### config.mk
export PLATFORM = sky130hd
export DESIGN_NAME = pe_feeder
export DESIGN_NICKNAME = d
export VERILOG_FILES = /design/src/rtl/pe_feeder.sv
export SDC_FILE = /design/constraint.sdc
export NUM_CORES = 1
export LEC_CHECK = 0
export ABC_AREA = 1
export BUFFER_PORTS_ARGS = -buffer_cell sky130_fd_sc_hd__buf_2
export CAP_MARGIN = 15
export CORE_UTILIZATION = 40
export DETAILED_ROUTE_END_ITERATION = 8
export PLACE_DENSITY = 0.67
export SLEW_MARGIN = 30
export SYNTH_ARGS = -nofsm -noshare
export SYNTH_HDL_FRONTEND = slang
export SYNTH_SLANG_ARGS = --single-unit
### constraint.sdc
create_clock -name clk -period 2.3 [get_ports clk]
set_clock_uncertainty 0.2 [all_clocks]
set_input_delay 0.115 -clock clk [delete_from_list [all_inputs] [get_ports clk]]
set_output_delay 0.115 -clock clk [all_outputs]
set_load 0.1 [all_outputs]
### src/rtl/pe_feeder.sv
// Feeds a PE chain: loads DEPTH weights in save mode, then streams activations in
// systolic mode with a fixed bias, and returns the chain output after LAT cycles.
module pe_feeder #(
  parameter int DEPTH = 4,
  parameter int LAT   = 4,
  parameter int CNT_W = 8
) (
  input  logic             clk,
  input  logic             rst,
  input  logic             start,
  input  logic [CNT_W-1:0] len,
  input  logic [7:0]       bias,
  output logic             busy,
  output logic             done,
  input  logic [7:0]       w_data,
  input  logic             w_valid,
  output logic             w_ready,
  input  logic [7:0]       x_data,
  input  logic             x_valid,
  output logic             x_ready,
  output logic [7:0]       pe_in,
  output logic [7:0]       pe_filter,
  output logic [1:0]       mode,
  output logic             activate,
  output logic [DEPTH-1:0] pe_sel,
  input  logic [7:0]       pe_out_i,
  output logic [7:0]       r_data,
  output logic             r_valid
);

  localparam int WC_W = $clog2(DEPTH + 1);
  localparam logic [WC_W-1:0] WC_FULL = WC_W'(DEPTH);

  localparam logic [1:0] MODE_SYST = 2'd1;
  localparam logic [1:0] MODE_SAVE = 2'd2;
  localparam logic [1:0] MODE_HOLD = 2'd3;

  typedef enum logic [1:0] {
    IDLE  = 2'd0,
    LOAD  = 2'd1,
    RUN   = 2'd2,
    DRAIN = 2'd3
  } state_t;

  state_t           state_r;
  logic [CNT_W-1:0] len_r;
  logic [CNT_W-1:0] sc_r;
  logic [7:0]       bias_r;
  logic [WC_W-1:0]  wc_r;
  logic [LAT-1:0]   vpipe_r;

  logic [1:0]       mode_r;
  logic [7:0]       pe_in_r;
  logic [7:0]       pe_filter_r;
  logic             activate_r;
  logic [DEPTH-1:0] pe_sel_r;
  logic             busy_r;
  logic             done_r;
  logic [7:0]       r_data_r;
  logic             r_valid_r;

  logic             w_ready_s;
  logic             x_ready_s;
  logic             w_acc_s;
  logic             x_acc_s;
  logic             drained_s;
  logic [CNT_W-1:0] sc_inc_s;
  logic [WC_W-1:0]  wc_inc_s;

  function automatic logic [DEPTH-1:0] onehot(input logic [WC_W-1:0] idx);
    logic [DEPTH-1:0] res;
    res = {DEPTH{1'b0}};
    for (int i = 0; i < DEPTH; i++) begin
      res[i] = (idx == WC_W'(i));
    end
    return res;
  endfunction

  // Readies depend only on state and counters, never on the valids.
  always_comb begin
    w_ready_s = 1'b0;
    x_ready_s = 1'b0;
    case (state_r)
      LOAD: begin
        w_ready_s = (wc_r < WC_FULL);
        x_ready_s = 1'b0;
      end
      RUN: begin
        w_ready_s = 1'b0;
        x_ready_s = (sc_r < len_r);
      end
      default: begin
        w_ready_s = 1'b0;
        x_ready_s = 1'b0;
      end
    endcase
  end

  assign w_acc_s   = w_valid && w_ready_s;
  assign x_acc_s   = x_valid && x_ready_s;
  assign sc_inc_s  = sc_r + CNT_W'(1);
  assign wc_inc_s  = wc_r + WC_W'(1);
  // Nothing issued this cycle and nothing in flight: the last result is already out.
  assign drained_s = !activate_r && (vpipe_r == {LAT{1'b0}});

  // Job sequencer and registered PE-facing outputs.
  always_ff @(posedge clk) begin
    if (rst) begin
      state_r     <= IDLE;
      len_r       <= {CNT_W{1'b0}};
      bias_r      <= 8'd0;
      wc_r        <= {WC_W{1'b0}};
      sc_r        <= {CNT_W{1'b0}};
      mode_r      <= MODE_HOLD;
      pe_in_r     <= 8'd0;
      pe_filter_r <= 8'd0;
      activate_r  <= 1'b0;
      pe_sel_r    <= {DEPTH{1'b0}};
      busy_r      <= 1'b0;
      done_r      <= 1'b0;
    end else begin
      mode_r      <= MODE_HOLD;
      pe_in_r     <= 8'd0;
      pe_filter_r <= 8'd0;
      activate_r  <= 1'b0;
      pe_sel_r    <= {DEPTH{1'b0}};
      done_r      <= 1'b0;
      case (state_r)
        IDLE: begin
          if (start) begin
            len_r   <= len;
            bias_r  <= bias;
            wc_r    <= {WC_W{1'b0}};
            sc_r    <= {CNT_W{1'b0}};
            busy_r  <= 1'b1;
            state_r <= LOAD;
          end else begin
            busy_r  <= 1'b0;
          end
        end
        LOAD: begin
          busy_r <= 1'b1;
          if (w_acc_s) begin
            mode_r      <= MODE_SAVE;
            pe_filter_r <= w_data;
            pe_sel_r    <= onehot(wc_r);
            wc_r        <= wc_inc_s;
            if (wc_inc_s == WC_FULL) begin
              state_r <= (len_r == {CNT_W{1'b0}}) ? DRAIN : RUN;
            end
          end
        end
        RUN: begin
          busy_r <= 1'b1;
          if (x_acc_s) begin
            mode_r      <= MODE_SYST;
            pe_in_r     <= x_data;
            pe_filter_r <= bias_r;
            activate_r  <= 1'b1;
            sc_r        <= sc_inc_s;
            if (sc_inc_s == len_r) begin
              state_r <= DRAIN;
            end
          end
        end
        DRAIN: begin
          // done is raised while still in DRAIN so busy covers the done cycle.
          if (done_r) begin
            busy_r  <= 1'b0;
            state_r <= IDLE;
          end else begin
            busy_r  <= 1'b1;
            done_r  <= drained_s;
          end
        end
        default: begin
          busy_r  <= 1'b0;
          state_r <= IDLE;
        end
      endcase
    end
  end

  // Valid pipeline tracks each issue cycle to the cycle pe_out_i carries its result.
  always_ff @(posedge clk) begin
    if (rst) begin
      vpipe_r   <= {LAT{1'b0}};
      r_valid_r <= 1'b0;
      r_data_r  <= 8'd0;
    end else if (state_r == IDLE) begin
      vpipe_r   <= {LAT{1'b0}};
      r_valid_r <= 1'b0;
    end else begin
      vpipe_r[0] <= activate_r;
      for (int i = 1; i < LAT; i++) begin
        vpipe_r[i] <= vpipe_r[i-1];
      end
      r_valid_r <= vpipe_r[LAT-1];
      if (vpipe_r[LAT-1]) begin
        r_data_r <= pe_out_i;
      end
    end
  end

  assign w_ready   = w_ready_s;
  assign x_ready   = x_ready_s;
  assign mode      = mode_r;
  assign pe_in     = pe_in_r;
  assign pe_filter = pe_filter_r;
  assign activate  = activate_r;
  assign pe_sel    = pe_sel_r;
  assign busy      = busy_r;
  assign done      = done_r;
  assign r_data    = r_data_r;
  assign r_valid   = r_valid_r;

endmodule
==> key figures <==
Timing
  • Tightest Pin Transition: ~0.50 ns
  • Final period util: 0.9465
  • Unrepaired setup endpoints after global routing: no
  • Max Slew Vio Count: 0
  • Final setup fails: 0
  • Max frequency: approximately 460 MHz
  • Relative slew slack: 0.6699
  • Hold Vio Cnt, Final: 0
  • Min Tclk post-route: around 2.2 ns
  • Hold slack: approximately 0.057 ns
  • Total Neg Setup Slack: 0 ns

Critical path
  • Crit-path cells: inv_1 -> ha_1 -> nand2_1 -> nand2_1 -> nor2_1 -> nand2_1 -> a21oi_2 -> and2_4 -> buf_12
  • CP max FO: 4
  • Worst Setup End Kind: output pin
  • CP required: 1.99 ns
  • Arr. time, crit path: 1.86 ns
  • Buf/Inv on CP: 2
  • Crit Path Category: reg2out
  • Crit path launch type: register
  • Max stage delay on crit path: approximately 0.33 ns
  • Most frequent CP cell: nand2_1
  • Slowest CP cell: dfxtp_1
  • Crit-path leading delay family: simple AND/OR/NAND/NOR gates

Route
  • Routed vias: between 2000 and 3000
  • Final ANT Viol Nets: 0
  • Pre-antenna DRT Iters: 6
  • 1st-iter DRT viols: between 150 and 200
  • Via-per-instance ratio: around 4.7
  • DRC Markers: 0
  • WL/cell: roughly 12 um
  • Detailed Route WL: about 7400 um

Global routing
  • Largest net degree at the start of global routing: 24
  • Global-route wire length before repair: about 12000 um
  • GR Overflow Total: 0
  • Vias in the first global route: 2784
  • Total track usage: 0.2007
  • Initial antenna violation count: 0

Final layout
  • Final net count: 590
  • Layout area overhead: 39.72%
  • Share of cells above drive strength 1: 0.2218
  • # fillers: 635
  • Post-route cell area: 0.004106 sq mm
  • Diodes inserted: 0
  • Most common cell after layout, fill and taps aside: buf_2
  • Most frequent cells in the layout: buf_2, nor2_1, dfxtp_1
  • Sequential cell area: approximately 0.0013 sq mm
  • Multi-input gate area: 0.001381 sq mm

Clocking
  • Clock-pin transition on the worst setup and hold timing paths: about 0.080 ns
  • CTS tree: built
  • Clk_lat worst skew: 0.34 ns
  • Clock Sink Count: 67
  • CTS Buffer Depth: 2
  • CTS Root Cell: clkbuf_8
  • H-tree depth: 3
  • CTS buffer count: 9

Synthesis
  • Ys Warns: 0
  • Yosys top cell area share: 0.4564
  • Largest family of logic cells by synthesized area: simple AND/OR/NAND/NOR gates
  • Area contributors post-synth: dfxtp_1, nor2_1, ha_1, nand2_1, a21oi_1
  • Synth area leader: dfxtp_1
  • Syn Area/Cell: 7.422 sq um
  • Simple-gate portion of the synthesized area: 0.2452
  • Synth Area in Adders: 0.07663
  • Synth Area in XOR/XNOR: 0
  • Number of synthesized register bits: 67
  • Mux cell area share after synthesis: 0
  • Synthesized net count: 459
  • Yosys cell types: 28
  • Synth Cell Area: approximately 0.0029 sq mm
  • Register area share after synthesis: 0.4564
  • Syn Inst Count: slightly below 400
  • Compound-cell area share of the yosys netlist: 0.1401

Placed design
  • IO Port Bufs: 80
  • Placer Congestion: just over 0.8
  • DPL Wire Length: 5006 um
  • Placed cell area: 0.003480 sq mm

Run status
  • Status: complete, no violations

Floorplanning
  • Starting Density: 0.4232
  • IO Pins: 81
  • Standard-cell rows: 30
  • Die extent in x: around 88 um
  • Core area: between 0.006 and 0.007 sq mm
  • Die area: about 0.0077 sq mm
  • Die height: roughly 88 um

Power and ir drop
  • P per Cell Area: approximately 1100 mW/mm^2
  • Maximum vdd drop: approximately 0.50 mV
  • Leakage power: 1.900 nW

Worst hold path
  • Hold Crit Class: in2reg

Flow run
  • Max-Cap Viols: 0
flip-flops by register name, summed over array words and instances, names as in the netlist:
| signal | cells |
|---|---|
| pe_filter | 8 |
| r_valid | 1 |
| pe_in | 8 |
| bias_r | 8 |
| state_r | 2 |
| done | 1 |
| r_data | 8 |
| activate | 1 |
| busy | 1 |
| sc_r | 8 |
| wc_r | 3 |
| pe_sel | 4 |
| mode | 2 |
| len_r | 8 |
| vpipe_r | 4 |
worst min-delay path: cells and delay by family:
| family | cells | cell delay (ns) |
|---|---|---|
| AND/OR/NAND/NOR | 2 | 0.11 |
| AO/OA/AOI/OAI | 1 | 0.12 |
| buffers and inverters | 2 | 0.20 |
what timing repair did:
action,4_1_cts,5_1_grt
gates resized for setup,1,3
hold endpoints to repair,49,0
endpoints found under the setup margin,1,7
buffers inserted,0,2
pin swaps,0,1
gates cloned,0,0
hold buffers,43,0
where the power goes:
group / leakage, nW / switching [mW] / internal (mW) / total [mW]
sequential: 0.547 / 0.185 / 1.37 / 1.55
clock: 0.0860 / 0.478 / 0.396 / 0.874
combinational: 1.27 / 1.44 / 0.689 / 2.13
total: 1.90 / 2.10 / 2.45 / 4.55
final timing paths:
path | start | end | slack (ns) | cells past startpoint
setup / recovery | len_r[7] | x_ready | 0.12 | 9
hold / removal | w_valid | pe_filter[0] | 0.06 | 5
setup reg to reg | len_r[7] | sc_r[4] | 0.15 | 12
hold reg to reg | vpipe_r[3] | done | 0.23 | 1
cells by family (layout without fill, tap and decap cells):
| group | count (synthesis) | in the layout |
|---|---|---|
| DFF | 67 | 67 |
| adders and majority gates | 18 | 18 |
| and+or+nand+nor | 173 | 173 |
| buffers and inverters | 61 | 197 |
| AOI/OAI and AO/OA | 77 | 77 |
synthesized netlist by cell type:
cell type	count
clkinv_2	1
clkinv_1	3
buf_2	2
a311oi_1	1
nand3_2	1
dfxtp_1	67
inv_1	47
o211ai_1	1
o21ai_1	1
ha_1	18
o21ai_0	31
nand2_1	58
buf_6	1
nor4_1	2
nor3_1	2
nor2_1	74
nor2_2	3
nand2_2	1
a211oi_1	2
inv_2	1
a21oi_1	37
or2_2	1
a21oi_2	2
clkbuf_1	6
and2_2	1
nand4_1	3
nand3_1	27
o21ai_2	2
layout make-up:
type,count,area share
Sequential cell,67,0.3269
Tap cell,96,0.02925
Inverter,52,0.04784
Timing Repair Buffer,129,0.2169
Clock inverter,7,0.01249
Multi-Input combinational cell,268,0.3364
Clock buffer,9,0.03016
per-stage QoR:
stage          utilization  std cells  total power, mW  setup WS, ns
5_1_grt             0.5914        628            4.899      0.003618
6_report            0.5914        628            4.554        0.1230
3_3_place_gp        0.5011        567            3.547        0.2102
4_1_cts             0.5885        626            4.523       0.07138
3_5_place_dp        0.5011        567            3.586        0.1087
2_1_floorplan            -        396            3.134       0.01798
routing by layer:
| layer | routed length (um) | vias to the layer above | track usage | part of all wire |
|---|---|---|---|---|
| met5 | 0 | - | 0 | 0 |
| met4 | 114 | 0 | 0.07750 | 0.015 |
| met3 | 347 | 7 | 0.04524 | 0.047 |
| met2 | 3603 | 83 | 0.3658 | 0.49 |
| met1 | 3334 | 1334 | 0.2264 | 0.45 |
| li1 | - | 1535 | - | - |
No activity file was read; power rests on OpenSTA's default activity.
